==> src/rtl/instruction_fetch_unit_pkg.sv <==
// instruction_fetch_unit_pkg: shared widths, FSM state encodings and timeout default for the fetch unit.
package instruction_fetch_unit_pkg;
    localparam int IFU_WORD_SIZE      = 16;
    localparam int IFU_TIMEOUT_CYCLES = 255;
    typedef enum logic [1:0] {
        IDLE    = 2'd0,
        REQ     = 2'd1,
        HOLD    = 2'd2,
        DISCARD = 2'd3
    } fetch_state_e;
endpackage

==> src/rtl/instruction_fetch_unit_timeout_counter.sv <==
// fetch_timeout_counter: 8-bit wait counter; tc_o flags the LIMIT-th consecutive enabled cycle.
module fetch_timeout_counter #(
    parameter int LIMIT = 255
) (
    input  logic clk,
    input  logic reset,
    input  logic clear_i,
    input  logic enable_i,
    output logic tc_o
);
    logic [7:0] cnt_q;
    logic [7:0] cnt_d;
    always_comb cnt_d = clear_i ? 8'd0 : (enable_i ? cnt_q + 8'd1 : cnt_q);
    always_ff @(posedge clk or posedge reset) begin
        if (reset) cnt_q <= 8'd0;
        else       cnt_q <= cnt_d;
    end
    assign tc_o = enable_i && (cnt_q == 8'(LIMIT - 1));
endmodule

==> src/rtl/instruction_fetch_unit.sv <==
// instruction_fetch_unit: fetches the word at pc_addr from memory and hands it to decode via valid/ready.
// Define FETCH_TIMEOUT_EN to abandon fetches after TIMEOUT_CYCLES wait cycles and raise sticky fetch_err.
module instruction_fetch_unit
    import instruction_fetch_unit_pkg::*;
#(
    parameter int WORD_SIZE = IFU_WORD_SIZE
`ifdef FETCH_TIMEOUT_EN
    , parameter int TIMEOUT_CYCLES = IFU_TIMEOUT_CYCLES
`endif
) (
    input  logic                 clk,
    input  logic                 reset,
    input  logic [WORD_SIZE-1:0] pc_addr,
    output logic                 pc_advance,
    input  logic                 redirect,
    output logic                 mem_readM,
    output logic [WORD_SIZE-1:0] mem_address,
    input  logic [WORD_SIZE-1:0] mem_data,
    input  logic                 mem_inputReady,
    output logic                 inst_valid,
    output logic [WORD_SIZE-1:0] inst,
    output logic [WORD_SIZE-1:0] inst_pc,
    input  logic                 inst_ready,
    output logic                 fetch_err
);
    fetch_state_e         state_q, state_d;
    logic                 read_q, read_d;
    logic [WORD_SIZE-1:0] addr_q, addr_d;
    logic                 valid_q, valid_d;
    logic [WORD_SIZE-1:0] inst_q, inst_d;
    logic [WORD_SIZE-1:0] inst_pc_q, inst_pc_d;
    logic                 err_q, err_d;
    logic                 timeout;

`ifdef FETCH_TIMEOUT_EN
    // Any state change restarts the count, so entering REQ or DISCARD always begins from zero.
    fetch_timeout_counter #(.LIMIT(TIMEOUT_CYCLES)) u_timeout (
        .clk      (clk),
        .reset    (reset),
        .clear_i  (state_d != state_q),
        .enable_i ((state_q == REQ || state_q == DISCARD) && !mem_inputReady),
        .tc_o     (timeout)
    );
`else
    assign timeout = 1'b0;
`endif

    always_comb begin
        state_d   = state_q;
        read_d    = read_q;
        addr_d    = addr_q;
        valid_d   = valid_q;
        inst_d    = inst_q;
        inst_pc_d = inst_pc_q;
        err_d     = err_q;
        case (state_q)
            IDLE: begin
                addr_d  = pc_addr;
                read_d  = 1'b1;
                state_d = REQ;
            end
            REQ: begin
                if (mem_inputReady) begin
                    read_d = 1'b0;
                    if (redirect) begin
                        state_d = IDLE;
                    end else begin
                        inst_d    = mem_data;
                        inst_pc_d = addr_q;
                        valid_d   = 1'b1;
                        state_d   = HOLD;
                    end
                end else if (timeout) begin
                    err_d   = 1'b1;
                    read_d  = 1'b0;
                    state_d = IDLE;
                end else if (redirect) begin
                    state_d = DISCARD;
                end
            end
            HOLD: begin
                if (redirect || inst_ready) begin
                    valid_d = 1'b0;
                    state_d = IDLE;
                end
            end
            default: begin
                // The request cannot be withdrawn, so wait out the response and drop it.
                if (mem_inputReady || timeout) begin
                    err_d   = err_q | (timeout & ~mem_inputReady);
                    read_d  = 1'b0;
                    state_d = IDLE;
                end
            end
        endcase
    end

    always_ff @(posedge clk or posedge reset) begin
        if (reset) begin
            state_q   <= IDLE;
            read_q    <= 1'b0;
            addr_q    <= '0;
            valid_q   <= 1'b0;
            inst_q    <= '0;
            inst_pc_q <= '0;
            err_q     <= 1'b0;
        end else begin
            state_q   <= state_d;
            read_q    <= read_d;
            addr_q    <= addr_d;
            valid_q   <= valid_d;
            inst_q    <= inst_d;
            inst_pc_q <= inst_pc_d;
            err_q     <= err_d;
        end
    end

    assign pc_advance  = (state_q == HOLD) && valid_q && inst_ready && !redirect;
    assign mem_readM   = read_q;
    assign mem_address = addr_q;
    assign inst_valid  = valid_q;
    assign inst        = inst_q;
    assign inst_pc     = inst_pc_q;
    assign fetch_err   = err_q;
endmodule

==> config.mk <==
export PLATFORM = sky130hd
export DESIGN_NAME = instruction_fetch_unit
export DESIGN_NICKNAME = d
export VERILOG_FILES = /design/src/rtl/instruction_fetch_unit_pkg.sv /design/src/rtl/instruction_fetch_unit_timeout_counter.sv /design/src/rtl/instruction_fetch_unit.sv
export SDC_FILE = /design/constraint.sdc
export NUM_CORES = 1
export LEC_CHECK = 0
export CAP_MARGIN = 30
export CORE_AREA = 2 2 74 76
export CTS_BUF_LIST = sky130_fd_sc_hd__clkbuf_4 sky130_fd_sc_hd__clkbuf_8
export DETAILED_ROUTE_END_ITERATION = 7
export DIE_AREA = 0 0 76 78
export PLACE_DENSITY_LB_ADDON = 0.3
export SLEW_MARGIN = 20
export SYNTH_ARGS = -nofsm -noshare
export SYNTH_HDL_FRONTEND = slang
export SYNTH_SLANG_ARGS = --single-unit
==> constraint.sdc <==
create_clock -name clk -period 1.85 [get_ports clk]
set_input_delay 0.185 -clock clk [delete_from_list [all_inputs] [get_ports clk]]
set_output_delay 0.185 -clock clk [all_outputs]
set_load 0.005 [all_outputs]
==> results of run 1 <==
## per-stage QoR
| stage | worst slack (ns) | hold WS (ns) | power [uW] |
|---|---|---|---|
| 3_3_place_gp | 0.1106 | 0.4917 | 4387 |
| 4_1_cts | 0.02879 | 0.1893 | 5242 |
| 3_5_place_dp | 0.03564 | 0.4956 | 4489 |
| 6_report | 0.08765 | 0.1807 | 5200 |
| 2_1_floorplan | 0.4071 | 0.2781 | 3092 |
| 5_1_grt | 0.006303 | 0.2386 | 5511 |
## final timing paths
check / slack (ns) / to / start
min: 0.18 / inst[4]$_DFFE_PP0P_ / reset
max: 0.09 / pc_advance / state_q[0]$_DFFE_PP0P_
min reg2reg: 0.51 / inst_pc[13]$_DFFE_PP0P_ / inst_pc[13]$_DFFE_PP0P_
max reg2reg: 0.30 / inst[13]$_DFFE_PP0P_ / state_q[0]$_DFFE_PP0P_
min in group clk: 0.50 / mem_address[15]$_DFFE_PP0P_ / pc_addr[15]
max in group asynchronous: 1.14 / state_q[1]$_DFFE_PP0P_ / reset
## worst register-to-register path: stages (launching register included)
cell,delay (ns)
dfrtp_2,0.43
buf_4,0.14
and4bb_2,0.31
buf_12,0.21
mux2_2,0.36
## power groups by stage
stage | clock (uW) | sequential [uW] | combinational, uW
5_1_grt | 804 | 2200 | 2510
3_3_place_gp | 0 | 2090 | 2290
3_5_place_dp | 0 | 2140 | 2350
2_1_floorplan | 0 | 2100 | 996
4_1_cts | 750 | 2130 | 2360
6_report | 727 | 2110 | 2360
## cell type report
| class | instances | area [um^2] |
|---|---|---|
| clock buffer | 5 | 68.82 |
| clock inverter | 1 | 30.03 |
| fill | 379 | 1802 |
| inverter | 1 | 3.754 |
| multi-input combinational | 64 | 770.7 |
| sequential | 52 | 1304 |
| tap | 70 | 87.58 |
| timing repair buffer | 96 | 975.9 |
## sequential cells by signal, summed over array words and instances, names as in the netlist
register / cells
inst: 16
mem_address: 16
mem_readM: 1
state_q: 2
inst_pc: 16
inst_valid: 1
## cells in the mapped netlist
cell	instances	area, um^2
a211o_1	1	8.760
nand2b_1	1	6.260
conb_1	1	3.750
buf_4	3	22.52
and4bb_1	1	12.51
buf_6	2	22.52
mux2i_1	1	10.01
a31o_2	1	8.760
nor2_2	1	6.260
o21bai_1	1	7.510
dfrtp_1	52	1301
mux2_2	19	214.0
or3_2	1	7.510
buf_12	3	60.06
nor4b_1	2	17.52
mux2_4	29	435.4
a21oi_1	1	5.000
nor2b_1	2	12.51
inv_1	1	3.750
nand2_1	1	3.750
o21ai_0	1	5.000
## per-layer routing
layer  vias up  track usage  share of wire
met5         -            0              0
met4         0      0.06182          0.014
met3         8      0.03256          0.032
met2        37       0.3063           0.56
met1       704       0.2011           0.39
li1        620            -              -
## repair_timing
action | 4_1_cts | 5_1_grt
endpoints found under the setup margin | 1 | 1
buffers inserted | 0 | 4
resized for setup | 2 | 1
hold buffers | 0 | 0
## logic make-up (layout without fill, tap and decap cells)
logic type | Yosys count | in the layout
buf+inv | 9 | 103
mux | 49 | 49
compound gates | 5 | 5
flops | 52 | 52
other cells | 1 | 1
simple gates | 9 | 9
==> qor.yml, run 1 <==
crit_buf_inv: 1
drive_above_1_share: 0.3242
rows: 26
fin_util: 0.6427
yosys.area_share.xor_xnor: 0
synth_warnings: 0
die_area_mm2: 0.005928
final_common_cell: "clkdlybuf4s50_1"
areaGrowthSynthToFinish_pct: 49.02
initial_core_util: 0.4313
synth_fa_ha_area_frac: 0
htree_levels: 2
final_max_slew_viol_count: 0
pwr-share-comb: 0.454
synth_compound_area_frac: 0.01611
syn_area_per_cell_um2: 17.40
syn-cell-area_mm2: 0.002175
syn-num-nets: 162
crit_fanout: 6
clk_path_buf_depth: 2
core_mm2: 0.005042
grt_setup_unrepaired: "no"
p_seq_frac: 0.406
drc: 0
crit_path_top_delay_cell: "clkdlybuf4s50_1"
first_pass_iters: 2
crit_type: "reg2out"
ir_drop_v: 0.0007318
ys_seq_area_frac: 0.5984
p_per_area_mw_per_mm2: 1605
chipWidth_um: 76
critPathCaptureType: "primary output"
gp_congestion: 0.7244
max_freq_ghz: 0.5674
grt_pass1_vias: 1455
grt_first_pass_wirelength_um: 7831
status: "finished, final reports clean"
diodes: 0
synth_top_family_by_area: "multiplexers"
setup_tns_ns: 0
dp_hpwl_um: 3498
path_clk_slew_ns: 0.08
routed_wl_um: 4713
switching_share: 0.2589
antenna_found_initial: 0
finalCritPeriodShare: 0.9526
yosysUniqueCellTypes: 21
clkPwrFrac: 0.140
synth_seq_cells: 52
crit_family: "buffers and inverters"
grt_max_degree: 36
drtIter0Drc: 40
cp_num_cells: 2
finalClockSkew_ns: 0.005296
nets: 257
clk_root_buffer_cell: "clkbuf_8"
numCtsBuffers: 5
placedCellCount: 279
grt_use_total: 0.1692
r2r_cells: 4
placed_cell_area_mm2: 0.003103
vias_per_cell: 4.737
required_ns: 1.66
final_cells: 289
hold_class: "in2async"
setup-violations-final: 0
p_switching_uw: 1346
syn_inst: 125
final_hold_viol_count: 0
overflow: 0
layout_common_cells: "clkdlybuf4s50_1 (87), dfrtp_1 (50), mux2_4 (29)"
internal_power_uw: 3854
cts_tree: "yes"
cap_violations: 0
synthMuxAreaShare: 0.3032
clock_sinks: 52
postRouteAntennaNets: 0
synthSimpleGateAreaFrac: 0.03049
critical-path-max-stage-delay_ns: 0.54
clk_latency_ns: 0.29
min_period_ns: 1.762
portBuffers: 87
crit_chain: "nor4b_2, clkdlybuf4s50_1"
cp-start-kind: "flip-flop"
ios: 89
design_area_mm2: 0.003241
die_h_um: 78
via_count: 1369
cp.arrival_ns: 1.58
p_leak_uw: 0.001375
post_drt_wl_per_cell_um: 16.31
Note: power is estimated with default switching activity, not from simulation.
==> run 2, diff against run 1 <==
Settings changed: TNS_END_PERCENT from default to 50.
==> results of run 2 <==
The final DEF is identical to that of run 1; final timing and power are the same.
